==> config.mk <==
export PLATFORM = sky130hd
export DESIGN_NAME = writeback_arbiter
export DESIGN_NICKNAME = d
export VERILOG_FILES = /design/src/rtl/wb_pkg.sv /design/src/rtl/wb_fifo.sv /design/src/rtl/writeback_arbiter.sv
export SDC_FILE = /design/constraint.sdc
export NUM_CORES = 1
export LEC_CHECK = 0
export CAP_MARGIN = 20
export CORE_MARGIN = 5
export CORE_UTILIZATION = 52
export DETAILED_ROUTE_END_ITERATION = 10
export GPL_TIMING_DRIVEN = 0
export PLACE_DENSITY = 0.82
export SYNTH_ARGS = -nofsm -noshare
export SYNTH_HDL_FRONTEND = slang
export SYNTH_HIERARCHICAL = 1
export SYNTH_SLANG_ARGS = --single-unit
==> constraint.sdc <==
create_clock -name i_clk -period 12.3 [get_ports i_clk]
set_input_delay 3.69 -clock i_clk [delete_from_list [all_inputs] [get_ports i_clk]]
set_output_delay 3.69 -clock i_clk [all_outputs]
set_load 0.02 [all_outputs]
==> src/rtl/wb_pkg.sv <==
// Shared definitions for the writeback arbiter.
//   - default widths and FIFO depth for the integer writeback path
//   - wb_req_t: one completed result (destination register + value)
//   - grant_e:  which source won the register-file write port
package wb_pkg;

    localparam int WB_DATA_WIDTH  = 64;
    localparam int WB_ADDR_WIDTH  = 5;
    localparam int WB_FIFO_DEPTH  = 2;
    localparam int WB_COUNT_WIDTH = $clog2(WB_FIFO_DEPTH) + 1;

    typedef struct packed {
        logic [WB_ADDR_WIDTH-1:0] rd;
        logic [WB_DATA_WIDTH-1:0] data;
    } wb_req_t;

    typedef enum logic {
        GRANT_ALU = 1'b0,
        GRANT_MEM = 1'b1
    } grant_e;

endpackage

==> src/rtl/wb_fifo.sv <==
// Small synchronous FIFO of wb_req_t used to buffer load results.
// Ports:
//   i_clk, i_arst_n   clock, asynchronous active-low reset
//   push, push_data   write request (ignored when full)
//   pop               read request (ignored when empty)
//   head              entry at the read pointer
//   full, empty       derived from the registered occupancy count
//   count             occupancy, 0..DEPTH
// DEPTH must be a power of two so the pointers wrap naturally.
module wb_fifo
    import wb_pkg::*;
#(
    parameter  int DEPTH = WB_FIFO_DEPTH,
    localparam int PTR_W = $clog2(DEPTH),
    localparam int CNT_W = PTR_W + 1
) (
    input  logic             i_clk,
    input  logic             i_arst_n,
    input  logic             push,
    input  wb_req_t          push_data,
    input  logic             pop,
    output wb_req_t          head,
    output logic             full,
    output logic             empty,
    output logic [CNT_W-1:0] count
);

    wb_req_t          mem_q [DEPTH];
    logic [PTR_W-1:0] rd_ptr;
    logic [PTR_W-1:0] wr_ptr;
    logic             do_push;
    logic             do_pop;

    assign full    = (count == CNT_W'(DEPTH));
    assign empty   = (count == '0);
    assign do_push = push && !full;
    assign do_pop  = pop && !empty;
    assign head    = mem_q[rd_ptr];

    always_ff @(posedge i_clk or negedge i_arst_n) begin
        if (!i_arst_n) begin
            rd_ptr <= '0;
            wr_ptr <= '0;
            count  <= '0;
        end else begin
            if (do_push) wr_ptr <= wr_ptr + PTR_W'(1);
            if (do_pop)  rd_ptr <= rd_ptr + PTR_W'(1);
            case ({do_push, do_pop})
                2'b10:   count <= count + CNT_W'(1);
                2'b01:   count <= count - CNT_W'(1);
                default: count <= count;
            endcase
        end
    end

    // Storage needs no reset: only entries below count are ever read.
    always_ff @(posedge i_clk) begin
        if (do_push) mem_q[wr_ptr] <= push_data;
    end

endmodule

==> src/rtl/writeback_arbiter.sv <==
// Writeback arbiter for the single integer register-file write port.
// Ports:
//   i_clk, i_arst_n                          clock, asynchronous active-low reset
//   i_alu_valid/o_alu_ready/i_alu_rd/i_alu_data  ALU results, unbuffered
//   i_mem_valid/o_mem_ready/i_mem_rd/i_mem_data  load results, pushed into wb_fifo
//   o_write_en_3/o_addr_3/o_write_data_3     registered register-file write
//   o_mem_count                              load FIFO occupancy
// Handshake: a transfer happens on a rising edge where valid && ready.
// Producers keep valid independent of ready and hold rd/data stable
// while valid && !ready. o_mem_ready comes from registered state only;
// o_alu_ready is the combinational ALU grant.
// Arbitration is round-robin between the ALU and a non-empty FIFO; on a
// tie the source that did not win last time wins. The grant order is the
// architectural write order. Results for x0 are consumed but never write.
// The request struct takes its field widths from wb_pkg, so DATA_WIDTH and
// ADDR_WIDTH are expected to stay at the package defaults.
module writeback_arbiter
    import wb_pkg::*;
#(
    parameter int DATA_WIDTH = WB_DATA_WIDTH,
    parameter int ADDR_WIDTH = WB_ADDR_WIDTH,
    parameter int FIFO_DEPTH = WB_FIFO_DEPTH
) (
    input  logic                         i_clk,
    input  logic                         i_arst_n,
    input  logic                         i_alu_valid,
    output logic                         o_alu_ready,
    input  logic [ADDR_WIDTH-1:0]        i_alu_rd,
    input  logic [DATA_WIDTH-1:0]        i_alu_data,
    input  logic                         i_mem_valid,
    output logic                         o_mem_ready,
    input  logic [ADDR_WIDTH-1:0]        i_mem_rd,
    input  logic [DATA_WIDTH-1:0]        i_mem_data,
    output logic                         o_write_en_3,
    output logic [ADDR_WIDTH-1:0]        o_addr_3,
    output logic [DATA_WIDTH-1:0]        o_write_data_3,
    output logic [$clog2(FIFO_DEPTH):0]  o_mem_count
);

    wb_req_t alu_req_d;
    wb_req_t mem_req_d;
    wb_req_t fifo_head;
    wb_req_t winner;
    logic    fifo_full;
    logic    fifo_empty;
    logic    alu_req;
    logic    mem_req;
    logic    grant_alu;
    logic    grant_mem;
    grant_e  last_grant_q;

    assign alu_req_d.rd   = i_alu_rd;
    assign alu_req_d.data = i_alu_data;
    assign mem_req_d.rd   = i_mem_rd;
    assign mem_req_d.data = i_mem_data;

    wb_fifo #(
        .DEPTH (FIFO_DEPTH)
    ) u_load_fifo (
        .i_clk     (i_clk),
        .i_arst_n  (i_arst_n),
        .push      (i_mem_valid),
        .push_data (mem_req_d),
        .pop       (grant_mem),
        .head      (fifo_head),
        .full      (fifo_full),
        .empty     (fifo_empty),
        .count     (o_mem_count)
    );

    assign o_mem_ready = !fifo_full;

    // Gating with the reset keeps o_alu_ready low while reset is held,
    // when the FIFO is empty and the ALU would otherwise win.
    assign alu_req = i_alu_valid && i_arst_n;
    assign mem_req = !fifo_empty;

    always_comb begin
        grant_alu = 1'b0;
        grant_mem = 1'b0;
        if (alu_req && mem_req) begin
            if (last_grant_q == GRANT_MEM) grant_alu = 1'b1;
            else                           grant_mem = 1'b1;
        end else begin
            grant_alu = alu_req;
            grant_mem = mem_req;
        end
    end

    assign o_alu_ready = grant_alu;
    assign winner      = grant_mem ? fifo_head : alu_req_d;

    always_ff @(posedge i_clk or negedge i_arst_n) begin
        if (!i_arst_n) begin
            last_grant_q   <= GRANT_MEM;
            o_write_en_3   <= 1'b0;
            o_addr_3       <= '0;
            o_write_data_3 <= '0;
        end else begin
            o_write_en_3 <= 1'b0;
            if (grant_alu || grant_mem) begin
                last_grant_q   <= grant_mem ? GRANT_MEM : GRANT_ALU;
                o_write_en_3   <= (winner.rd != '0);
                o_addr_3       <= winner.rd;
                o_write_data_3 <= winner.data;
            end
        end
    end

endmodule

==> flow_summary.ini, run 1 <==
[finish]
syn_to_final_growth_pct = 35.07
layoutNonFillerInstCount = 1133
fin_area_um2 = 12730
nets = 1028
drive_gt1_frac = 0.1853

[grt]
gr-total-overflow = 0
antenna_found_initial = 2
grt_max_degree = 45
grt_pass1_vias = 7054
grt_pass1_wl_mm = 37.89
grt.total_usage = 0.2329

[worst_setup_path]
crit_buf_inv = 6
path_cells = buf_4 > buf_16 > buf_6 > o211ai_2 > clkbuf_2 > inv_1 > clkdlybuf4s50_1
path_max_fanout = 44
worst-endpoint-required_ns = 8.61
critical-path-slowest-cell = clkdlybuf4s50_1
crit_path_max_incr_delay_ns = 0.67
critPathKind = in -> out
ff2ff_setup_slack_ns = 10.20
worstSetupStartpointType = primary input
crit_family = buffers and inverters
cp-end-kind = output pin
worstPathArrival_ns = 5.66

[sta]
finalSetupTns_ns = 0
fin_hold_ws_ns = 0.4841
fin_crit_sh = 0.7598
max_slew_margin = 0.6510
skew_ns = 0.01946
tightest_slew_ns = 0.5235
final_max_slew_viol_count = 0
hold_viol = 0
rsz0062_at_grt = false
setup-violations-final = 0
finalCriticalPeriod_ns = 9.345
fmax_ghz = 0.1070

[yosys]
yosys.area.top_type = edfxtp_1
synth_top_area_frac = 0.4398
yosysUniqueCellTypes = 31
synth_top_family_by_area = compound AO/OA/AOI/OAI gates
synth_mux_area_frac = 0.1099
syn_area_um2 = 9423
synthXorXnorAreaFrac = 0.004647
synthSimpleGateAreaFrac = 0.03585
yosysSeqAreaShare = 0.6391
synth_compound_area_frac = 0.1490
syn_inst = 642
syn-num-nets = 785
synth_fa_ha_area_frac = 0.001328
synth.area.top_cells = edfxtp_1, dfrtp_1, mux2_4
yosys_register_bits = 213
yosysWarnings = 6
syn_avg_cell_area_um2 = 14.68

[place]
io_buffer_count = 214
dpl.hpwl_mm = 16.54
dp.cells = 1089
placed_cell_area_um2 = 11960
gp_congestion = 0.7795

[detailed_routing]
drc = 0
routed_wl_mm = 24.23
dr_total_vias = 6458
dr.first_iter.drc_count = 359
dr.pass1.iters = 4
wl_per_cell_um = 21.39
post_drt_via_cell_ratio = 5.700
postRouteAntennaNets = 0

[status]
status = completed

[clock_network]
post_cts_buffers = 0
cts_tree = built
post_cts_resized = 0
clk_latency_ns = 0.50
cts_hold_buf = 0
cts_buffers = 23
root_buffer = clkbuf_16
cts-htree-levels = 1
cts_buffer_depth = 3
cts.sinks = 213
clk_pin_slew_worst_paths_ns = 0.06

[pwr]
leakagePower_nw = 4.750
powerDensity_nw_per_um2 = 257.3
p_total_w = 0.003274
max-vdd-ir-drop_uv = 177.5

[floorplanning]
start_util = 0.5263
die_h_um = 144.6
io_pins = 216
fp.coreArea_um2 = 17900
die-width_um = 144.6
die_area_um2 = 20910
row_count = 49

[min_path]
hold_path_class = reg -> reg

[flow_run]
cap_viol_max_count = 0
cells by family after synthesis:
group / Yosys count
muxes: 69
AOI/OAI and AO/OA: 206
buffers and inverters: 65
xor gates and xnor gates: 5
DFF: 213
adders and majority gates: 1
and+or+nand+nor: 83
path summary, 6_finish.rpt:
| check | from | endpoint | depth (start not counted) |
|---|---|---|---|
| setup / recovery | i_arst_n | o_alu_ready | 7 |
| hold / removal | o_write_data_3[35] | o_write_data_3[35] | 2 |
| setup reg to reg | u_load_fifo/count[0] | u_load_fifo/count[1] | 9 |
| hold reg to reg | o_write_data_3[35] | o_write_data_3[35] | 2 |
| max in group asynchronous | i_arst_n | last_grant_q | 2 |
| min in group asynchronous | i_arst_n | o_addr_3[4] | 1 |
tightest hold or removal path: cells and delay by family (launching register included):
| kind | cells | cell delay, ns |
|---|---|---|
| AOI/OAI and AO/OA | 1 | 0.06 |
| and+or+nand+nor | 1 | 0.05 |
| DFF | 1 | 0.34 |
placed cells by master (no fill, tap or decap), types with 2 or more instances in the layout:
cell and count:
buf_6 23, edfxtp_1 138, bufinv_16 4, dfrtp_1 74, buf_12 9, o21ai_0 22, inv_1 4, nor3_1 2
nor2_1 2, a311o_1 64, clkbuf_16 23, buf_16 2, clkdlybuf4s50_1 213, clkbuf_1 17, diode_2 3, or4_1 2
xor2_1 2, nand2_1 72, mux2_4 69, xnor2_1 3, buf_4 5, a21oi_1 6, clkinv_2 6, buf_2 14
o21ai_1 106, clkinvlp_4 2, a2bb2oi_1 5
sequential cells by signal, indices dropped and copies added (netlist names):
name and flops:
u_load_fifo/mem_q 138, o_write_data_3 64, o_addr_3 5, u_load_fifo/count 2
last_grant_q 1, o_write_en_3 1, u_load_fifo/rd_ptr 1, u_load_fifo/wr_ptr 1
area by class of cell:
type	instances	area [µm²]
sequential	213	6022
fill	1207	5175
multi-input combinational	364	2846
timing repair buffer	218	2235
clock buffer	29	598.1
buffer	60	545.5
tap	229	286.5
clock inverter	12	165.2
inverter	5	21.27
antenna	3	7.507
synthesized netlist by cell type (all sizes together):
cell type	n
and3	1
a31o	1
nand2b	1
nor3	3
a21boi	1
buf	48
xnor2	3
nor2b	1
inv	5
xor2	2
dfrtp	74
ha	1
dfstp	1
o21ai	128
a2bb2oi	5
nor2	3
o211ai	1
or4	2
a311o	64
clkbuf	12
a21oi	6
edfxtp	138
mux2	69
nand2	72
per-stage QoR:
step	util	setup WS, ns
2_1_floorplan	-	4.419
3_3_place_gp	0.6620	0.3951
3_5_place_dp	0.6679	2.917
4_1_cts	0.7105	2.919
5_1_grt	0.7108	2.769
6_report	0.7109	2.955
per-layer routing:
metal	global-route usage	wire length, µm	up-vias	part of all wire
met5	0	0	-	0
met4	0.07315	707	0	0.029
met3	0.04960	1831	45	0.076
met2	0.4021	12290	260	0.51
met1	0.2955	9397	3208	0.39
li1	-	-	2945	-
power breakdown:
group / switching, W / total (W) / internal (W)
clock network: 0.000276 / 0.000705 / 0.000429
logic: 0.000725 / 0.00145 / 0.000724
registers: 0.000100 / 0.00112 / 0.00102
total: 0.00110 / 0.00327 / 0.00217
No activity file was read; power rests on OpenSTA's default activity.
==> run 2, diff against run 1 <==
--- a/config.mk
+++ b/config.mk
@@ -7,10 +7,10 @@
 export LEC_CHECK = 0
 export CAP_MARGIN = 20
 export CORE_MARGIN = 5
-export CORE_UTILIZATION = 52
+export CORE_UTILIZATION = 50
 export DETAILED_ROUTE_END_ITERATION = 10
 export GPL_TIMING_DRIVEN = 0
-export PLACE_DENSITY = 0.82
+export PLACE_DENSITY = 0.8
 export SYNTH_ARGS = -nofsm -noshare
 export SYNTH_HDL_FRONTEND = slang
 export SYNTH_HIERARCHICAL = 1
==> constraint.sdc (replaced) <==
create_clock -name i_clk -period 8.7 [get_ports i_clk]
set_input_delay 2.61 -clock i_clk [delete_from_list [all_inputs] [get_ports i_clk]]
set_output_delay 2.61 -clock i_clk [all_outputs]
set_load 0.02 [all_outputs]
==> run 2 against run 1 <==
Against the previous run: cell count increased by 0.26%; clock skew down 0.0060 ns; clock power increased by 27%; sequential cell count unchanged; critical endpoint unchanged; sequential power rose by 41%; first-iteration DRC count is 16% lower; largest power group unchanged; worst setup slack worse by 1.2 ns.
==> flow_summary.ini, run 2 (synthesized netlist as in run 1, its figures left out) <==
[finish]
nets = 1028
syn_to_final_growth_pct = 34.32
reg_top3 = u_load_fifo/mem_q (138), o_write_data_3 (64), o_addr_3 (5)
largest_reg_flops = 138
final_cell_mix = clkdlybuf4s50_1, edfxtp_1, o21ai_1
layout_commonest_cell = clkdlybuf4s50_1
fillerInstances = 1334
regMostFlops = u_load_fifo/mem_q
layoutNonFillerInstCount = 1136
drive_gt1_frac = 0.1809

[sta]
finalCriticalPeriod_ns = 6.912
fmax_ghz = 0.1447
tightest_slew_ns = 0.7239
final_max_slew_viol_count = 0
setup-violations-final = 0
skew_ns = 0.01350
rsz0062_at_grt = false
fin_hold_ws_ns = 0.4804
max_slew_margin = 0.5162
hold_viol = 0
fin_crit_sh = 0.7945
worst_slack_ns = 1.788

[worst_setup_path]
worstPathArrival_ns = 4.30
crit_family = buffers and inverters
path_max_fanout = 38
worstSetupStartpointType = primary input
path_cells = buf_4 > buf_6 > o211ai_2 > clkbuf_2 > inv_1 > clkdlybuf4s50_1
crit_path_max_incr_delay_ns = 0.62
cp-end-kind = output pin
crit_buf_inv = 5
critical-path-slowest-cell = clkdlybuf4s50_1
critPathKind = in -> out
worst-endpoint-required_ns = 6.09

[detailed_routing]
postRouteAntennaNets = 0
dr.pass1.iters = 5
drc = 0
dr_total_vias = 6332
dr.first_iter.drc_count = 303
routed_wl_mm = 23.28
post_drt_via_cell_ratio = 5.574
wl_per_cell_um = 20.49

[status]
status = completed

[grt]
grt_max_degree = 43
grt_pass1_wl_mm = 37.12
grt.total_usage = 0.2155
gr-total-overflow = 0
antenna_found_initial = 2
grt_pass1_vias = 6669

[clock_network]
cts-htree-levels = 1
cts_tree = built
cts_buffer_depth = 3
cts.sinks = 213
clk_latency_ns = 0.49
post_cts_buffers = 0
cts_buffers = 23
root_buffer = clkbuf_16
cts_hold_buf = 0
post_cts_resized = 0
clk_pin_slew_worst_paths_ns = 0.06

[pwr]
p_total_w = 0.004508
powerDensity_nw_per_um2 = 356.2
max-vdd-ir-drop_uv = 219.5
leakagePower_nw = 4.715

[floorplanning]
die-width_um = 147.3
die_h_um = 147.3
row_count = 50
start_util = 0.5054
io_pins = 216
die_area_um2 = 21690
fp.coreArea_um2 = 18640

[place]
gp_congestion = 0.8144
place_ws_ns = 1.753
io_buffer_count = 214
dp.cells = 1094
dpl.hpwl_mm = 16.46

[flow_run]
cap_viol_max_count = 0

[min_path]
hold_path_class = reg -> reg
-- run 2: cell count changes in the layout (fill, tap and decap cells not counted) --
| cell | before | now |
|---|---|---|
| clkbuf_1 | 17 | 21 |
| buf_16 | 2 | 1 |
| diode_2 | 3 | 1 |
| clkinv_2 | 6 | 2 |
| bufinv_16 | 4 | 0 |
| clkinvlp_4 | 2 | 1 |
| buf_12 | 9 | 10 |
| clkbuf_8 | 0 | 5 |
-- run 2: worst paths after layout --
path,startpoint,endpoint,slack [ns],cells past startpoint
worst min-delay path,o_write_data_3[28],o_write_data_3[28],0.48,2
min in group asynchronous,i_arst_n,o_write_data_3[43],2.10,1
worst max register to register,u_load_fifo/count[0],u_load_fifo/count[1],6.55,9
worst max-delay path,i_arst_n,o_alu_ready,1.79,6
max in group asynchronous,i_arst_n,o_write_data_3[11],5.98,2
worst min register to register,o_write_data_3[28],o_write_data_3[28],0.48,2
-- run 2: power breakdown --
part | switching (W) | internal, W | leakage [nW] | total [W]
Sequential | 0.000134 | 0.00144 | 2.13 | 0.00158
Combinational | 0.00101 | 0.00102 | 2.24 | 0.00203
Clock | 0.000366 | 0.000532 | 0.339 | 0.000898
-- run 2: final cells by class --
cell class	count	area [µm²]	area share
clock buffer	38	681.9	0.05388
inverter	5	21.27	0.001681
timing repair buffer	218	2227	0.1760
sequential	213	6022	0.4758
antenna	1	2.502	0.0001977
tap	234	292.8	0.02313
multi-input combinational	364	2846	0.2249
clock inverter	3	17.52	0.001384
buffer	60	545.5	0.04310
-- run 2: tightest hold or removal path: stages (launching register included) --
cell and delay (ns):
dfrtp_1 0.34, nand2_1 0.05, o21ai_1 0.06
-- run 2: per-stage QoR --
stage | TNS, ns | util | instance area [µm²]
2_1_floorplan | 0 | - | 9423
3_3_place_gp | -1.014 | 0.6360 | 11860
3_5_place_dp | 0 | 0.6413 | 11960
4_1_cts | 0 | 0.6788 | 12650
5_1_grt | 0 | 0.6789 | 12660
6_report | 0 | 0.6789 | 12660
-- run 2: routing by layer --
metal,vias up,track usage,routed length [µm]
li1,2954,-,-
met1,3126,0.2814,9600
met2,218,0.3650,11420
met3,32,0.05676,1826
met4,2,0.04846,414
met5,-,0,13
